## config.mk

```make
export PLATFORM = sky130hd
export DESIGN_NAME = vga_timing_gen
export DESIGN_NICKNAME = d
export VERILOG_FILES = /design/src/rtl/vga_timing_gen.sv
export SDC_FILE = /design/constraint.sdc
export NUM_CORES = 1
export LEC_CHECK = 0
export BUFFER_PORTS_ARGS = -buffer_cell sky130_fd_sc_hd__buf_2
export CORE_MARGIN = 2
export CORE_UTILIZATION = 49
export DETAILED_ROUTE_END_ITERATION = 7
export GPL_TIMING_DRIVEN = 0
export PLACE_DENSITY = 0.79
export SETUP_SLACK_MARGIN = 0.15
export SLEW_MARGIN = 0
export SYNTH_ARGS = -nofsm -noshare
export SYNTH_HDL_FRONTEND = slang
export SYNTH_SLANG_ARGS = --single-unit
```

## constraint.sdc

```tcl
create_clock -name clk -period 2.4 [get_ports clk]
set_input_delay 0.36 -clock clk [delete_from_list [all_inputs] [get_ports clk]]
set_output_delay 0.36 -clock clk [all_outputs]
set_load 0.05 [all_outputs]
```

## src/rtl/vga_timing_gen.sv

```systemverilog
// vga_timing_gen: parametrised VGA raster timing generator with an internal
// pixel clock-enable. Optional frame-buffer prefetch counters are built when
// the VGA_PREFETCH_EN macro is defined; otherwise req_* are tied to 0.
module vga_timing_gen #(
  parameter int unsigned CW       = 11,
  parameter int unsigned DIV      = 2,
  parameter int unsigned H_ACTIVE = 640,
  parameter int unsigned H_FP     = 16,
  parameter int unsigned H_SYNC   = 96,
  parameter int unsigned H_BP     = 48,
  parameter int unsigned V_ACTIVE = 480,
  parameter int unsigned V_FP     = 10,
  parameter int unsigned V_SYNC   = 2,
  parameter int unsigned V_BP     = 33,
  parameter int unsigned HS_POL   = 0,
  parameter int unsigned VS_POL   = 0,
  parameter int unsigned LEAD     = 2
) (
  input  logic          clk,
  input  logic          rst,
  input  logic          en,
  output logic          pix_ce,
  output logic          hs,
  output logic          vs,
  output logic          blank_n,
  output logic [CW-1:0] col,
  output logic [CW-1:0] row,
  output logic          line_start,
  output logic          frame_start,
  output logic          frame_end,
  output logic          req_valid,
  output logic [CW-1:0] req_col,
  output logic [CW-1:0] req_row
);

  localparam int unsigned H_TOTAL = H_ACTIVE + H_FP + H_SYNC + H_BP;
  localparam int unsigned V_TOTAL = V_ACTIVE + V_FP + V_SYNC + V_BP;
  localparam int unsigned DW      = (DIV > 1) ? $clog2(DIV) : 1;

  localparam logic [DW-1:0] DIV_LAST = DW'(DIV - 1);
  localparam logic [CW-1:0] H_LAST   = CW'(H_TOTAL - 1);
  localparam logic [CW-1:0] V_LAST   = CW'(V_TOTAL - 1);
  localparam logic [CW-1:0] H_ACT    = CW'(H_ACTIVE);
  localparam logic [CW-1:0] V_ACT    = CW'(V_ACTIVE);
  localparam logic [CW-1:0] HS_BEG   = CW'(H_ACTIVE + H_FP);
  localparam logic [CW-1:0] HS_END   = CW'(H_ACTIVE + H_FP + H_SYNC);
  localparam logic [CW-1:0] VS_BEG   = CW'(V_ACTIVE + V_FP);
  localparam logic [CW-1:0] VS_END   = CW'(V_ACTIVE + V_FP + V_SYNC);
  localparam logic [CW-1:0] FE_H     = CW'(H_ACTIVE - 1);
  localparam logic [CW-1:0] FE_V     = CW'(V_ACTIVE - 1);
  localparam logic          HS_ON    = 1'(HS_POL);
  localparam logic          VS_ON    = 1'(VS_POL);

  // Reject configurations the counters cannot represent
  if (DIV == 0 || LEAD == 0 || LEAD >= H_FP + H_SYNC + H_BP) begin : g_bad_cfg
    $error("vga_timing_gen: DIV must be >= 1 and LEAD within the horizontal blanking");
  end

  // One raster step: advance h, wrap to next line, wrap to next frame
  function automatic logic [2*CW-1:0] f_step(input logic [CW-1:0] h, input logic [CW-1:0] v);
    logic [CW-1:0] h_n;
    logic [CW-1:0] v_n;
    h_n = h + CW'(1);
    v_n = v;
    if (h == H_LAST) begin
      h_n = '0;
      v_n = (v == V_LAST) ? '0 : v + CW'(1);
    end
    return {h_n, v_n};
  endfunction

  logic [DW-1:0] r_div, w_div_d;
  logic          r_run, w_run_d;
  logic [CW-1:0] r_h, r_v, w_h_d, w_v_d;
  logic          r_pix_ce, w_pix_ce_d;
  logic          r_hs, w_hs_d, r_vs, w_vs_d, r_blank_n, w_blank_n_d;
  logic          r_line_start, w_line_start_d;
  logic          r_frame_start, w_frame_start_d;
  logic          r_frame_end, w_frame_end_d;
  logic          w_tick;
`ifdef VGA_PREFETCH_EN
  logic [CW-1:0] r_lh, r_lv, w_lh_d, w_lv_d;
  logic          r_req_valid, w_req_valid_d;
`endif

  assign w_tick = en && (r_div == DIV_LAST);

  // Next state: divider, raster counters and decodes taken from the next position
  always_comb begin
    w_div_d         = r_div;
    w_run_d         = r_run;
    w_h_d           = r_h;
    w_v_d           = r_v;
    w_pix_ce_d      = 1'b0;
    w_hs_d          = r_hs;
    w_vs_d          = r_vs;
    w_blank_n_d     = r_blank_n;
    w_line_start_d  = 1'b0;
    w_frame_start_d = 1'b0;
    w_frame_end_d   = 1'b0;
`ifdef VGA_PREFETCH_EN
    w_lh_d          = r_lh;
    w_lv_d          = r_lv;
    w_req_valid_d   = r_req_valid;
`endif
    if (!en) begin
      w_div_d     = '0;
      w_run_d     = 1'b0;
      w_h_d       = '0;
      w_v_d       = '0;
      w_hs_d      = ~HS_ON;
      w_vs_d      = ~VS_ON;
      w_blank_n_d = 1'b0;
`ifdef VGA_PREFETCH_EN
      w_lh_d        = '0;
      w_lv_d        = '0;
      w_req_valid_d = 1'b0;
`endif
    end else begin
      w_div_d = (r_div == DIV_LAST) ? '0 : r_div + DW'(1);
      if (w_tick) begin
        // First tick after enable presents (0,0) without advancing
        w_run_d    = 1'b1;
        w_pix_ce_d = 1'b1;
        if (r_run) begin
          {w_h_d, w_v_d} = f_step(r_h, r_v);
        end else begin
          {w_h_d, w_v_d} = '0;
        end
        w_hs_d          = (w_h_d >= HS_BEG && w_h_d < HS_END) ? HS_ON : ~HS_ON;
        w_vs_d          = (w_v_d >= VS_BEG && w_v_d < VS_END) ? VS_ON : ~VS_ON;
        w_blank_n_d     = (w_h_d < H_ACT) && (w_v_d < V_ACT);
        w_line_start_d  = (w_h_d == '0);
        w_frame_start_d = (w_h_d == '0) && (w_v_d == '0);
        w_frame_end_d   = (w_h_d == FE_H) && (w_v_d == FE_V);
`ifdef VGA_PREFETCH_EN
        if (r_run) begin
          {w_lh_d, w_lv_d} = f_step(r_lh, r_lv);
        end else begin
          {w_lh_d, w_lv_d} = {CW'(LEAD), CW'(0)};
        end
        w_req_valid_d = (w_lh_d < H_ACT) && (w_lv_d < V_ACT);
`endif
      end
    end
  end

  // State and output registers
  always_ff @(posedge clk or negedge rst) begin
    if (!rst) begin
      r_div         <= '0;
      r_run         <= 1'b0;
      r_h           <= '0;
      r_v           <= '0;
      r_pix_ce      <= 1'b0;
      r_hs          <= ~HS_ON;
      r_vs          <= ~VS_ON;
      r_blank_n     <= 1'b0;
      r_line_start  <= 1'b0;
      r_frame_start <= 1'b0;
      r_frame_end   <= 1'b0;
`ifdef VGA_PREFETCH_EN
      r_lh          <= '0;
      r_lv          <= '0;
      r_req_valid   <= 1'b0;
`endif
    end else begin
      r_div         <= w_div_d;
      r_run         <= w_run_d;
      r_h           <= w_h_d;
      r_v           <= w_v_d;
      r_pix_ce      <= w_pix_ce_d;
      r_hs          <= w_hs_d;
      r_vs          <= w_vs_d;
      r_blank_n     <= w_blank_n_d;
      r_line_start  <= w_line_start_d;
      r_frame_start <= w_frame_start_d;
      r_frame_end   <= w_frame_end_d;
`ifdef VGA_PREFETCH_EN
      r_lh          <= w_lh_d;
      r_lv          <= w_lv_d;
      r_req_valid   <= w_req_valid_d;
`endif
    end
  end

  assign pix_ce      = r_pix_ce;
  assign hs          = r_hs;
  assign vs          = r_vs;
  assign blank_n     = r_blank_n;
  assign col         = r_h;
  assign row         = r_v;
  assign line_start  = r_line_start;
  assign frame_start = r_frame_start;
  assign frame_end   = r_frame_end;
`ifdef VGA_PREFETCH_EN
  assign req_valid   = r_req_valid;
  assign req_col     = r_lh;
  assign req_row     = r_lv;
`else
  assign req_valid   = 1'b0;
  assign req_col     = '0;
  assign req_row     = '0;
`endif

endmodule

```

After elaboration in Yosys (flattened, before gate mapping)
Index checks and enable logic that the tools add are counted.

Bits in registers: 31. Logic and storage cells: 66. Output and inout bits: 52. Input bits: 3.

Eq/ne operators: 5. Muxes and demuxes: 33. $add $sub $neg: 3. Reductions and logical operators: 8. Order comparisons: 6.

Operator list (number): 11-bit two-way mux (13); 11-bit by 10-bit == test with 1-bit output, second input constant (3); 11-bit by 1-bit adder with 11-bit output, second input constant (2); 11-bit zero test (2); 11-bit by 10-bit less-than comparator with 1-bit output, second input constant (2); 11-bit by 9-bit less-than comparator with 1-bit output, second input constant (2); 1-bit two-way mux (20); 11-bit by 9-bit == test with 1-bit output, second input constant (1); 11-bit by 10-bit >= comparator with 1-bit output, second input constant (1); 11-bit by 9-bit >= comparator with 1-bit output, second input constant (1); 1-bit logical AND (6); 2-bit by 1-bit inequality test with 1-bit output, second input constant (1); 1-bit adder, second input constant (1).

Longest topological paths before layout
Depth in word-level cells: 11. Gate-level depth with buffers: 9. Mapped depth without buffers: 8.

Worst setup path after synthesis
OpenSTA, ideal clock, no wires.

Kind: register -> register. Start point: register r_h[0] (netlist: col[0]). End point: register r_vs (netlist: vs). Path slack: -0.442 ns. Stages on the path, launching flop included: 9. Library setup time: 0.083 ns. Path buffers: 1. Clock period less this slack: 2.842 ns. Required time: 2.317 ns. Arrival: 2.758 ns. Cells stage by stage: dfrtp_1 > ha_1 > buf_2 > nand4_2 > nor4_2 > xor2_1 > nand3_1 > or3_1 > o32a_1.

Word-level cells in the longest chain between the ends: 10. Elaborated cells on any way between the ends: 11. Those cells by class: order compare: 2; eq/ne: 1; mux: 7; reduce/logical: 1.

Ends and longest elaborated chain: start, declared (line 74) `logic [CW-1:0] r_h, r_v, w_h_d, w_v_d;`; start signal, assigned (line 170) `r_h <= w_h_d;`; 11-bit by 10-bit == test with 1-bit output * (line 65) `if (h == H_LAST) begin`; 11-bit two-way mux * (line 65); 11-bit two-way mux * (line 125) `if (r_run) begin`; 11-bit two-way mux * (line 121) `if (w_tick) begin`; 11-bit two-way mux * (line 106) `if (!en) begin`; 11-bit by 9-bit >= comparator with 1-bit output / 11-bit by 9-bit less-than comparator with 1-bit output (equally long branches) (line 131) `w_vs_d = (w_v_d >= VS_BEG && w_v_d < VS_END) ? VS_ON : ~VS_ON;`; 1-bit logical AND * (line 131); 1-bit two-way mux * (line 131); 1-bit two-way mux * (line 121); 1-bit two-way mux * (line 106); end signal, assigned (line 157) `r_vs <= ~VS_ON;`; end signal, assigned (line 174) `r_vs <= w_vs_d;`; end, declared (line 76) `logic r_hs, w_hs_d, r_vs, w_vs_d, r_blank_n, w_blank_n_d;`.

Mark *: on every way between the ends. The rest lies on a longest branch, timed or not. The select of a mux whose other input is x is not followed. A chain may end at the register's enable or synchronous reset.

Final worst setup path
Start point: register r_h[7] (netlist: col[7]). End point: register r_vs (netlist: vs).

The elaborated chain is that of the path after synthesis.

==> reports/summary.txt <==
area grow syn2layout: 36.30%
initial core utilization: 0.5147
register area share after synthesis: 0.3180
Logic pwr share: 0.185
number of H-tree levels: 2
design area: 3336 µm²
Slew Viols, Final: 0
routability cong.: 0.9337
reg2reg setup slack: -100 ps
Crit-path slowest cell: or4_4
CTS clock-pin slew for the worst setup and hold paths: 60 ps
drt wl/cell: 17.60 µm
Clock power frac: 0.377
RSZ-0062 raised after global routing: yes
mux cell area share after synthesis: 0.02045
Sw Ratio: 0.3101
DP Wirelength: 4941 µm
largest family of logic cells by synthesized area: simple AND/OR/NAND/NOR gates
CP Cell Sequence: buf_6 -> or4_4 -> nor4_4 -> xor2_2 -> o211ai_1 -> or3_4 -> o32a_1
M1 GR Usage: 0.4039
Layout Cells excl Fill: 452
leading cell type by number of instances after synthesis: dfrtp_1
worst r2r src: col[7]
kind of critical path: reg -> reg
GR peak layer: met2
clock sinks: 31
# DRC: 0
Core Region: 4755 µm²
crit path DAT: 2700 ps
diode count: 0
Syn Inst Count: 300
final net count: 390
R2R cell count: 7
top-area cell type share of the netlist area: 0.2965
Reg power frac: 0.438
Setup crit end: vs
crit path from: col[7]
Primary FF master, synth: dfrtp_1
number of global-route vias before repair: 2,348
sw power: 379.1 µW
routed wire length: 7954 µm
P_int: 843.5 µW
Least-Margin Pin Slew: 760.0 ps
Die Area: 5576 µm²
Die W: 74.67 µm
post-synthesis simple-gate area fraction: 0.2776
reg2reg end: vs
Synth Area in Compound Gates: 0.2096
CP max stage delay: 590 ps
final hold viol count: 0
Final period util: 1.042
register bit count reported by yosys: 31
unique cell type count in the Yosys netlist: 62
1st-pass router iterations: 7
P per Cell Area: 366.5 nW/µm²
Cells after DPL: 420
Final setup viols: 3
hold buffers post-CTS: 0
Cell Area, Placed: 2820 µm²
Iter 0 DRT Violations: 460
EDFF count, synth: 0
Worst slew margin: 0.4933
xor/xnor share of the synthesized area: 0.03885
clk_lat worst skew: 290 ps
CTS buffer count: 5
Area contributors post-synth: dfrtp_1, buf_4, a21oi_1
row cnt: 25
Ports: 55
crit-path max FO: 5
met3 usage: 0.04819
Worst setup SP type: flop
worst-case vdd ir drop: 275.3 µV
post-synthesis adder-cell area fraction: 0.01534
Mapped Avg Cell Area: 8.158 µm²
Worst EP required: 2600 ps
clk_skew: 8.076 ps
CTS root buf: clkbuf_8
Hold WS: 113.6 ps
clk buf depth: 2
antenna-violating nets left: 0
Ys Warns: 0
min Tclk post-route: 2502 ps
TritonCTS clock tree: done
GRT met2 Usage: 0.4208
failing checks: negative setup slack
mapped cell area: 2447 µm²
detailed-route via count: 2,796
area leader, netlist: dfrtp_1
FFs w/ async S/R, synth: 1.000
DP Worst Slack: -420.6 ps
Max-Cap Viols: 0
Worst Setup End Kind: flop
outcome: finished with violations
share of post-route cells with drive strength above 1: 0.3766
P_leak: 1.445 nW
GRT overflow: 0
antenna violations before repair: 0
GRT Overall Usage: 0.2805
IO Port Bufs: 31
largest net degree at the start of global routing: 32
Fmax achieved: 399.7 MHz
Chip Height: 74.67 µm
most frequent cells after synthesis: dfrtp_1, nor2_1, buf_4, nand2_1, a21oi_1
Final Worst Setup Slack: -101.7 ps
DR vias/cell: 6.186
global-route wire length before repair: 11,850 µm
Tightest Hold Check Type: in -> async
[layer usage]
metal,share of wire,up-vias,wire length (µm)
met5,0,-,0
met4,0.039,0,314
met3,0.12,53,969
met2,0.45,248,3595
met1,0.39,1267,3074
li1,-,1228,-
[how the worst min path moves through the flow]
stage	slack [ps]	from	end
6_report	110	rst	col[6]
5_1_grt	170	rst	col[6]
4_1_cts	150	rst	row[8]
3_5_place_dp	450	rst	col[4]
3_3_place_gp	440	rst	col[4]
2_1_floorplan	60	rst	blank_n
[power groups by stage]
stage / combinational [mW] / clock [mW] / sequential, mW
final: 0.226 / 0.462 / 0.535
after global routing: 0.238 / 0.490 / 0.535
after floorplan: 0.152 / 0 / 0.562
after detailed placement: 0.211 / 0 / 0.546
after global placement: 0.210 / 0 / 0.545
after CTS: 0.218 / 0.465 / 0.534
[worst max-delay path, delay by kind of cell, from the launching register on]
family / cells / cell delay, ps
AOI/OAI and AO/OA: 2 / 480
xor gates and xnor gates: 1 / 220
DFF: 1 / 410
and+or+nand+nor: 3 / 1200
buffers and inverters: 1 / 120
[cells in the final DEF, fill, tap and decap left out, types with 3 or more instances in the layout]
cell type,n
a21boi_0,3
nand2_1,22
buf_6,10
o31a_1,3
and2_1,5
o21a_1,3
conb_1,23
nor3_1,7
clkbuf_1,6
dfrtp_2,11
o31ai_1,5
nand3_1,17
nand4_1,10
nor4_1,5
buf_2,33
mux2i_1,5
clkbuf_8,7
nor4_4,3
o22ai_1,3
clkbuf_2,4
a22oi_1,3
o21ai_0,13
xor2_1,3
xnor2_1,4
nor2_1,24
a21oi_1,19
buf_4,42
inv_1,8
dfrtp_1,18
and3_1,3
[layout make-up]
cell class | count | area [µm²]
Tap cell | 67 | 83.83
Sequential cell | 31 | 792.0
Timing Repair Buffer | 55 | 354.1
Clock buffer | 8 | 100.1
Buffer | 40 | 292.8
Multi-Input combinational cell | 240 | 1669
Fill cell | 378 | 1419
Inverter | 11 | 43.79
[per-stage QoR]
stage / setup TNS [ps] / power, mW / utilization
3_5_place_dp: -1427 / 0.7563 / 0.5932
4_1_cts: 0 / 1.218 / 0.6679
5_1_grt: -390.1 / 1.263 / 0.7016
3_3_place_gp: -1517 / 0.7554 / 0.5932
2_1_floorplan: -113.7 / 0.7137 / -
6_report: -215.1 / 1.223 / 0.7016
[cell families (layout without fill, tap and decap cells)]
family	Yosys count	after routing
AO/OA/AOI/OAI	77	77
XOR/XNOR	10	10
adder cells (fa/ha/maj)	3	3
buffers and inverters	51	114
flip-flops	31	31
multiplexers	5	5
other	1	23
AND/OR/NAND/NOR	122	122
[what timing repair did]
action / in CTS / in global routing
endpoints found under the setup margin: 13 / 15
resized for setup: 26 / 32
setup buffers: 19 / 5
pin swaps: 7 / 8
(Power assumes the default switching activity.)
